===== config.mk =====
export PLATFORM = sky130hd
export DESIGN_NAME = if_ahb_prefetch
export DESIGN_NICKNAME = d
export VERILOG_FILES = /design/src/rtl/if_ahb_prefetch.sv
export SDC_FILE = /design/constraint.sdc
export NUM_CORES = 1
export LEC_CHECK = 0
export CAP_MARGIN = 0
export CORE_MARGIN = 3
export CORE_UTILIZATION = 51
export DETAILED_ROUTE_END_ITERATION = 8
export PLACE_DENSITY_LB_ADDON = 0.12
export SLEW_MARGIN = 20
export SYNTH_ARGS = -nofsm -noshare
export SYNTH_HDL_FRONTEND = slang
export SYNTH_SLANG_ARGS = --single-unit

===== constraint.sdc =====
create_clock -name clk -period 3.7 [get_ports clk]
set_clock_uncertainty 0.15 [all_clocks]
set_input_delay 0.555 -clock clk [delete_from_list [all_inputs] [get_ports clk]]
set_output_delay 0.555 -clock clk [all_outputs]
set_load 0.1 [all_outputs]

===== src/rtl/if_ahb_prefetch.sv =====
// ---------------------------------------------------------------------------
// if_ahb_prefetch
// Pipelined AHB-lite instruction-fetch master with a small prefetch FIFO,
// sitting between the IFU and the IDU. It owns the sequential fetch PC, keeps
// one data phase in flight while presenting the next address phase, buffers
// fetched words and tags each word with its bus error status.
//
// Ports
//   clk, rst            clock (rising edge), asynchronous active-high reset
//   ce_i                fetch enable; low stops new address phases
//   flush_i, flush_pc_i redirect: drop FIFO and in-flight data, restart at flush_pc_i
//   stall_i             IDU not accepting; an entry pops when valid_o & !stall_i
//   valid_o, pc_o,
//   inst_o, err_o       head-of-FIFO entry (pc/inst/err forced to 0 when empty)
//   mst_h*_o            AHB-lite master address-phase outputs
//   mst_hready_i,
//   mst_hresp_i,
//   mst_hrdata_i        AHB-lite slave responses
// ---------------------------------------------------------------------------
module if_ahb_prefetch #(
  parameter int                ADDR_W     = 32,
  parameter int                FIFO_DEPTH = 4,
  parameter logic [ADDR_W-1:0] RESET_PC   = '0,
  parameter logic [3:0]        HPROT_VAL  = 4'b0010
) (
  input  logic              clk,
  input  logic              rst,
  input  logic              ce_i,
  input  logic              flush_i,
  input  logic [ADDR_W-1:0] flush_pc_i,
  input  logic              stall_i,
  output logic              valid_o,
  output logic [ADDR_W-1:0] pc_o,
  output logic [31:0]       inst_o,
  output logic              err_o,
  output logic              mst_hsel_o,
  output logic [1:0]        mst_htrans_o,
  output logic [ADDR_W-1:0] mst_haddr_o,
  output logic              mst_hwrite_o,
  output logic [2:0]        mst_hsize_o,
  output logic [2:0]        mst_hburst_o,
  output logic [3:0]        mst_hprot_o,
  input  logic              mst_hready_i,
  input  logic              mst_hresp_i,
  input  logic [31:0]       mst_hrdata_i
);

  localparam int                PTR_W   = $clog2(FIFO_DEPTH);
  localparam int                CNT_W   = PTR_W + 1;
  localparam logic [CNT_W:0]    DEPTH_V = (CNT_W + 1)'(FIFO_DEPTH);
  localparam logic [1:0]        HTRANS_IDLE   = 2'b00;
  localparam logic [1:0]        HTRANS_NONSEQ = 2'b10;
  localparam logic [ADDR_W-1:0] PC_STEP = ADDR_W'(4);

  typedef enum logic [1:0] {S_IDLE, S_FETCH, S_HALT} state_t;

  state_t state_q, state_d;

  logic [ADDR_W-1:0] fetch_pc_q, fetch_pc_d;

  // Address phase that was presented with HREADY low and must be repeated.
  logic              hold_q, hold_d;
  logic [ADDR_W-1:0] hold_addr_q, hold_addr_d;
  logic              hold_discard_q, hold_discard_d;

  // Data phase currently owed by the slave.
  logic              dp_pending_q, dp_pending_d;
  logic [ADDR_W-1:0] dp_addr_q, dp_addr_d;
  logic              dp_discard_q, dp_discard_d;

  logic [ADDR_W-1:0] fifo_addr_q [FIFO_DEPTH];
  logic [31:0]       fifo_data_q [FIFO_DEPTH];
  logic              fifo_err_q  [FIFO_DEPTH];
  logic [PTR_W-1:0]  wptr_q, wptr_d, rptr_q, rptr_d;
  logic [CNT_W-1:0]  count_q, count_d;

  logic [CNT_W:0]    occupancy;
  logic              credit_ok;
  logic              issue;
  logic              addr_valid;
  logic              addr_accept;
  logic              dp_done;
  logic              push;
  logic              err_push;
  logic              pop;

  assign mst_hwrite_o = 1'b0;
  assign mst_hsize_o  = 3'b010;
  assign mst_hburst_o = 3'b000;
  assign mst_hprot_o  = HPROT_VAL;
  assign mst_hsel_o   = ce_i | hold_q | dp_pending_q;

  // Bus-side handshake. A new request is only issued when every word already
  // queued or in flight still leaves a free FIFO slot, so a push never hits a
  // full FIFO. Nothing new goes out in the flush cycle because fetch_pc_q
  // still holds the stale address then.
  always_comb begin
    occupancy    = {1'b0, count_q} + {{CNT_W{1'b0}}, dp_pending_q};
    credit_ok    = occupancy < DEPTH_V;
    issue        = (state_q == S_FETCH) & ce_i & ~flush_i & ~hold_q & credit_ok;
    addr_valid   = hold_q | issue;
    mst_htrans_o = addr_valid ? HTRANS_NONSEQ : HTRANS_IDLE;
    mst_haddr_o  = '0;
    if (hold_q) begin
      mst_haddr_o = hold_addr_q;
    end else if (issue) begin
      mst_haddr_o = fetch_pc_q;
    end
    addr_accept  = addr_valid & mst_hready_i;
    dp_done      = dp_pending_q & mst_hready_i;
    push         = dp_done & ~dp_discard_q & ~flush_i;
    err_push     = push & mst_hresp_i;
    pop          = (count_q != '0) & ~stall_i & ~flush_i;
  end

  // Fetch state machine: a flush always wins, an error entry parks the
  // fetcher in HALT until the next redirect.
  always_comb begin
    state_d = state_q;
    if (flush_i) begin
      state_d = ce_i ? S_FETCH : S_IDLE;
    end else if (err_push) begin
      state_d = S_HALT;
    end else begin
      case (state_q)
        S_IDLE:  if (ce_i) state_d = S_FETCH;
        S_FETCH: if (!ce_i && !hold_q) state_d = S_IDLE;
        S_HALT:  state_d = S_HALT;
        default: state_d = S_IDLE;
      endcase
    end
  end

  // Next-state for the PC, the held address phase, the pending data phase
  // and the FIFO pointers. A held phase that was flushed completes on the bus
  // but must not advance the PC, since the PC already holds the redirect.
  // Anything accepted together with an error push is thrown away, because
  // the fetcher halts at that error.
  always_comb begin
    fetch_pc_d = fetch_pc_q;
    if (flush_i) begin
      fetch_pc_d = flush_pc_i;
    end else if (addr_accept && !hold_discard_q) begin
      fetch_pc_d = fetch_pc_q + PC_STEP;
    end

    hold_d         = 1'b0;
    hold_addr_d    = hold_addr_q;
    hold_discard_d = 1'b0;
    if (addr_valid && !mst_hready_i) begin
      hold_d         = 1'b1;
      hold_addr_d    = mst_haddr_o;
      hold_discard_d = hold_discard_q | flush_i;
    end

    dp_pending_d = dp_pending_q;
    dp_addr_d    = dp_addr_q;
    dp_discard_d = dp_discard_q;
    if (addr_accept) begin
      dp_pending_d = 1'b1;
      dp_addr_d    = mst_haddr_o;
      dp_discard_d = flush_i | err_push | hold_discard_q;
    end else if (dp_done) begin
      dp_pending_d = 1'b0;
      dp_discard_d = 1'b0;
    end else if (flush_i && dp_pending_q) begin
      dp_discard_d = 1'b1;
    end

    wptr_d  = wptr_q;
    rptr_d  = rptr_q;
    count_d = count_q;
    if (flush_i) begin
      wptr_d  = '0;
      rptr_d  = '0;
      count_d = '0;
    end else begin
      if (push) wptr_d = wptr_q + PTR_W'(1);
      if (pop)  rptr_d = rptr_q + PTR_W'(1);
      case ({push, pop})
        2'b10:   count_d = count_q + CNT_W'(1);
        2'b01:   count_d = count_q - CNT_W'(1);
        default: count_d = count_q;
      endcase
    end
  end

  always_ff @(posedge clk or posedge rst) begin
    if (rst) begin
      state_q        <= S_IDLE;
      fetch_pc_q     <= RESET_PC;
      hold_q         <= 1'b0;
      hold_addr_q    <= '0;
      hold_discard_q <= 1'b0;
      dp_pending_q   <= 1'b0;
      dp_addr_q      <= '0;
      dp_discard_q   <= 1'b0;
      wptr_q         <= '0;
      rptr_q         <= '0;
      count_q        <= '0;
    end else begin
      state_q        <= state_d;
      fetch_pc_q     <= fetch_pc_d;
      hold_q         <= hold_d;
      hold_addr_q    <= hold_addr_d;
      hold_discard_q <= hold_discard_d;
      dp_pending_q   <= dp_pending_d;
      dp_addr_q      <= dp_addr_d;
      dp_discard_q   <= dp_discard_d;
      wptr_q         <= wptr_d;
      rptr_q         <= rptr_d;
      count_q        <= count_d;
    end
  end

  // Storage needs no reset: count_q alone decides what is visible.
  // Error entries carry a zero instruction.
  always_ff @(posedge clk) begin
    if (push) begin
      fifo_addr_q[wptr_q] <= dp_addr_q;
      fifo_data_q[wptr_q] <= mst_hresp_i ? 32'h0 : mst_hrdata_i;
      fifo_err_q[wptr_q]  <= mst_hresp_i;
    end
  end

  always_comb begin
    valid_o = (count_q != '0);
    pc_o    = '0;
    inst_o  = '0;
    err_o   = 1'b0;
    if (valid_o) begin
      pc_o   = fifo_addr_q[rptr_q];
      inst_o = fifo_data_q[rptr_q];
      err_o  = fifo_err_q[rptr_q];
    end
  end

endmodule


==> impl_metrics.csv, run 1 <==
group,metric,value,unit
status,status,"finished, final reports clean",
logic_synthesis,async_reset_ff_share,29.5,%
floorplan,dieArea,0.0330,mm^2
final_layout,nNetsFinal,1175,
floorplan,die-width,182,um
logic_synthesis,avgSynthCellArea,17.1,um^2
timing,worst_slew_pin_slew,1.05,ns
clocking,cts_setup_buffers,0,
drt,ant_nets,0,
placed_design,gp_congestion,0.813,
job,cap_violations,0,
logic_synthesis,synth_area,0.0157,mm^2
grt,grt_max_degree,67,
power,power.density,798,mW/mm^2
setup_path,worst_setup_path_start_kind,"flop",
logic_synthesis,netlist_top_cells_area,"edfxtp_1 50%, dfrtp_1 17%, mux4_2 9.3%",
setup_path,crit_buf_inv,2,
final_layout,layout_commonest_cell,"edfxtp_1",
power,vdd_drop_max,0.000414,V
placed_design,port_buffers,170,
grt,antenna_found_initial,0,
clocking,h-tree-depth,2,
clocking,cts_tree,"yes",
setup_path,crit_type,"reg2out",
drt,drtIter0Drc,621,
grt,grt_usage,20.1,%
drt,drc,0,
clocking,clkTransAtPathRegs,0.06,ns
timing,min_period,3.32,ns
drt,vias,8513,
power,switchingPower,6.33,mW
power,switching_share,40.9,%
logic_synthesis,synth_cells,919,
timing,timing.slew.headroom,29.7,%
drt,vias_per_cell,5.61,
logic_synthesis,yosys_warnings,0,
drt,firstDrtPassIters,4,
setup_path,critPathTopFamily,"flip-flops",
clocking,cts_resized,0,
logic_synthesis,synth_ff_type,"edfxtp_1",
clocking,cts-buffers-inserted,38,
final_layout,area_growth,23.5,%
clocking,clock-sinks,369,
final_layout,fillers,2124,
setup_path,cp.required,2.99,ns
floorplan,die_y,182,um
floorplan,rows,63,
final_layout,layout_common_cells,"260 x edfxtp_1, 107 x dfrtp_1, 85 x buf_4",
clocking,ctsHoldBuffers,0,
timing,final-hold-violation-count,0,
logic_synthesis,synth_edf_count,260,
placed_design,hpwlAfterDp,21.0,mm
timing,slew_violations,0,
clocking,insertion_delay,0.52,ns
clocking,clockRootBuffer,"clkbuf_16",
power,leakagePower,7.13,nW
grt,gr-total-overflow,0,
timing,setup_violations,0,
floorplan,boundaryPins,183,
clocking,cts_buffer_depth,3,
logic_synthesis,synth_top_area_share,49.7,%
power,p_int,9.15,mW
timing,fin_tns_setup,0,ns
setup_path,crit_chain,"buf_4 -> mux4_2 -> and2_1 -> buf_4",
final_layout,drive_gt1_share,32.2,%
setup_path,crit_top_cell,"buf_4",
final_layout,diodes,0,
power,clock_power_share,25.9,%
logic_synthesis,seq_area_frac_synth,67.0,%
worst_hold_path,hold_path_class,"in2reg",
grt,grt_pass1_wl,51.8,mm
timing,rsz0062_at_grt,"no",
setup_path,cp_data_arrival_time,2.61,ns
logic_synthesis,synth_cell_type_count,55,
setup_path,end_kind,"output pin",
power,comb_power_share,39.7,%
drt,drt_wl_total,33.0,mm
drt,wl_per_cell,21.8,um
floorplan,initial_core_util,52.3,%
timing,fmax,301,MHz
floorplan,core-area,0.0300,mm^2
power,p_seq_share,34.4,%
setup_path,path_max_fanout,24,
setup_path,slowest_delay,0.75,ns
setup_path,slowest_stage,"dfrtp_4",
grt,grt_pass1_vias,8710,
power,p_total,15.5,mW
timing,fin_crit_sh,89.7,%
logic_synthesis,synth-seq-cells,369,
logic_synthesis,yosysTopAreaCell,"edfxtp_1",
synthesized netlist by cell type, types with 11 or more instances:
master    instances
buf_2            19
mux4_2           65
xor2_1           12
dfrtp_1         109
o21ai_1          11
nor2b_1          34
mux2_2           45
edfxtp_1        260
xnor2_1          21
mux2_4           29
nand2_1          34
nor2_1           16
and2_1           71
buf_4            15
a22o_1           32
clkbuf_1         27
sequential cells by signal, indices dropped and copies added, names as in the netlist:
| name | flops |
|---|---|
| count_q | 3 |
| dp_addr_q | 32 |
| dp_discard_q | 1 |
| dp_pending_q | 1 |
| fetch_pc_q | 32 |
| fifo_addr_q | 128 |
| fifo_data_q | 128 |
| fifo_err_q | 4 |
| hold_addr_q | 32 |
| hold_discard_q | 1 |
| hold_q | 1 |
| rptr_q | 2 |
| state_q | 2 |
| wptr_q | 2 |
cell type report:
type / instances / area, um^2 / share of cell area [%]
sequential: 369 / 10500 / 54.3
inverter: 7 / 28.8 / 0.148
multi-input combinational: 483 / 4820 / 24.8
clock inverter: 24 / 307 / 1.58
tap: 390 / 488 / 2.51
clock buffer: 45 / 1010 / 5.20
timing repair buffer: 199 / 2210 / 11.4
power by group through the flow:
stage / clock [mW] / sequential (mW) / combinational (mW)
floorplan: 0 / 5.17 / 4.90
global placement: 0 / 5.42 / 6.18
detailed placement: 0 / 5.42 / 6.20
CTS: 4.08 / 5.33 / 6.21
global route: 4.25 / 5.40 / 6.38
finish: 4.00 / 5.33 / 6.14
kinds of logic (layout without fill, tap and decap cells):
| family | Yosys count | after routing | synth area share, % |
|---|---|---|---|
| DFF | 369 | 369 | 67.0 |
| and+or+nand+nor | 226 | 226 | 9.33 |
| muxes | 143 | 143 | 15.6 |
| buffers and inverters | 77 | 275 | 2.73 |
| AOI/OAI and AO/OA | 63 | 63 | 2.91 |
| xor gates and xnor gates | 33 | 33 | 1.84 |
| adders and majority gates | 6 | 6 | 0.525 |
| other | 2 | 12 | 0.0478 |
metrics by stage:
step / utilization, % / setup WS [ns] / area (um^2) / hold slack, ns / cells
detailed placement: 60.2 / 0.632 / 18100 / 0.330 / 1448
global route: 64.6 / 0.207 / 19400 / 0.300 / 1517
finish: 64.6 / 0.382 / 19400 / 0.305 / 1517
floorplan: - / 0.121 / 15800 / 0.309 / 929
CTS: 64.6 / 0.319 / 19400 / 0.281 / 1517
global placement: 60.2 / 0.629 / 18100 / 0.326 / 1448
tightest hold or removal path, stage by stage:
cell     delay, ns
buf_2         0.12
nor2b_2       0.07
a21oi_1       0.14
nor2_1        0.06
worst paths after layout:
check,startpoint,endpoint,slack [ns],cells after the start
max reg2reg,hold_q$_DFF_PP0_,dp_addr_q[31]$_DFFE_PP0P_,1.10,4
max,rptr_q[0]$_DFFE_PP0P_,inst_o[1],0.38,4
min reg2reg,hold_addr_q[22]$_DFFE_PP0P_,hold_addr_q[22]$_DFFE_PP0P_,0.34,1
max in group asynchronous,rst,wptr_q[0]$_DFFE_PP0P_,2.40,3
min,flush_i,state_q[0]$_DFFE_PP0P_,0.31,4
min in group asynchronous,rst,fetch_pc_q[7]$_DFFE_PP0P_,0.32,2
metal layers:
| metal | global-route usage, % | share of wire, % | up-vias | wire (um) |
|---|---|---|---|---|
| li1 | - | - | 3835 | - |
| met1 | 29.7 | 45 | 4444 | 14900 |
| met2 | 32.1 | 49 | 200 | 16200 |
| met3 | 3.51 | 4.7 | 34 | 1560 |
| met4 | 3.50 | 1.2 | 0 | 391 |
| met5 | 0 | 0 | - | 0 |
(Power assumes the default switching activity.)
==> inputs of run 2 (changes only) <==
--- a/config.mk
+++ b/config.mk
@@ -10,7 +10,7 @@
 export CORE_UTILIZATION = 51
 export DETAILED_ROUTE_END_ITERATION = 8
 export PLACE_DENSITY_LB_ADDON = 0.12
-export SLEW_MARGIN = 20
+export SLEW_MARGIN = 10
 export SYNTH_ARGS = -nofsm -noshare
 export SYNTH_HDL_FRONTEND = slang
 export SYNTH_SLANG_ARGS = --single-unit
==> results of run 2 <==
Final layout, timing and power as in run 1 (identical DEF).
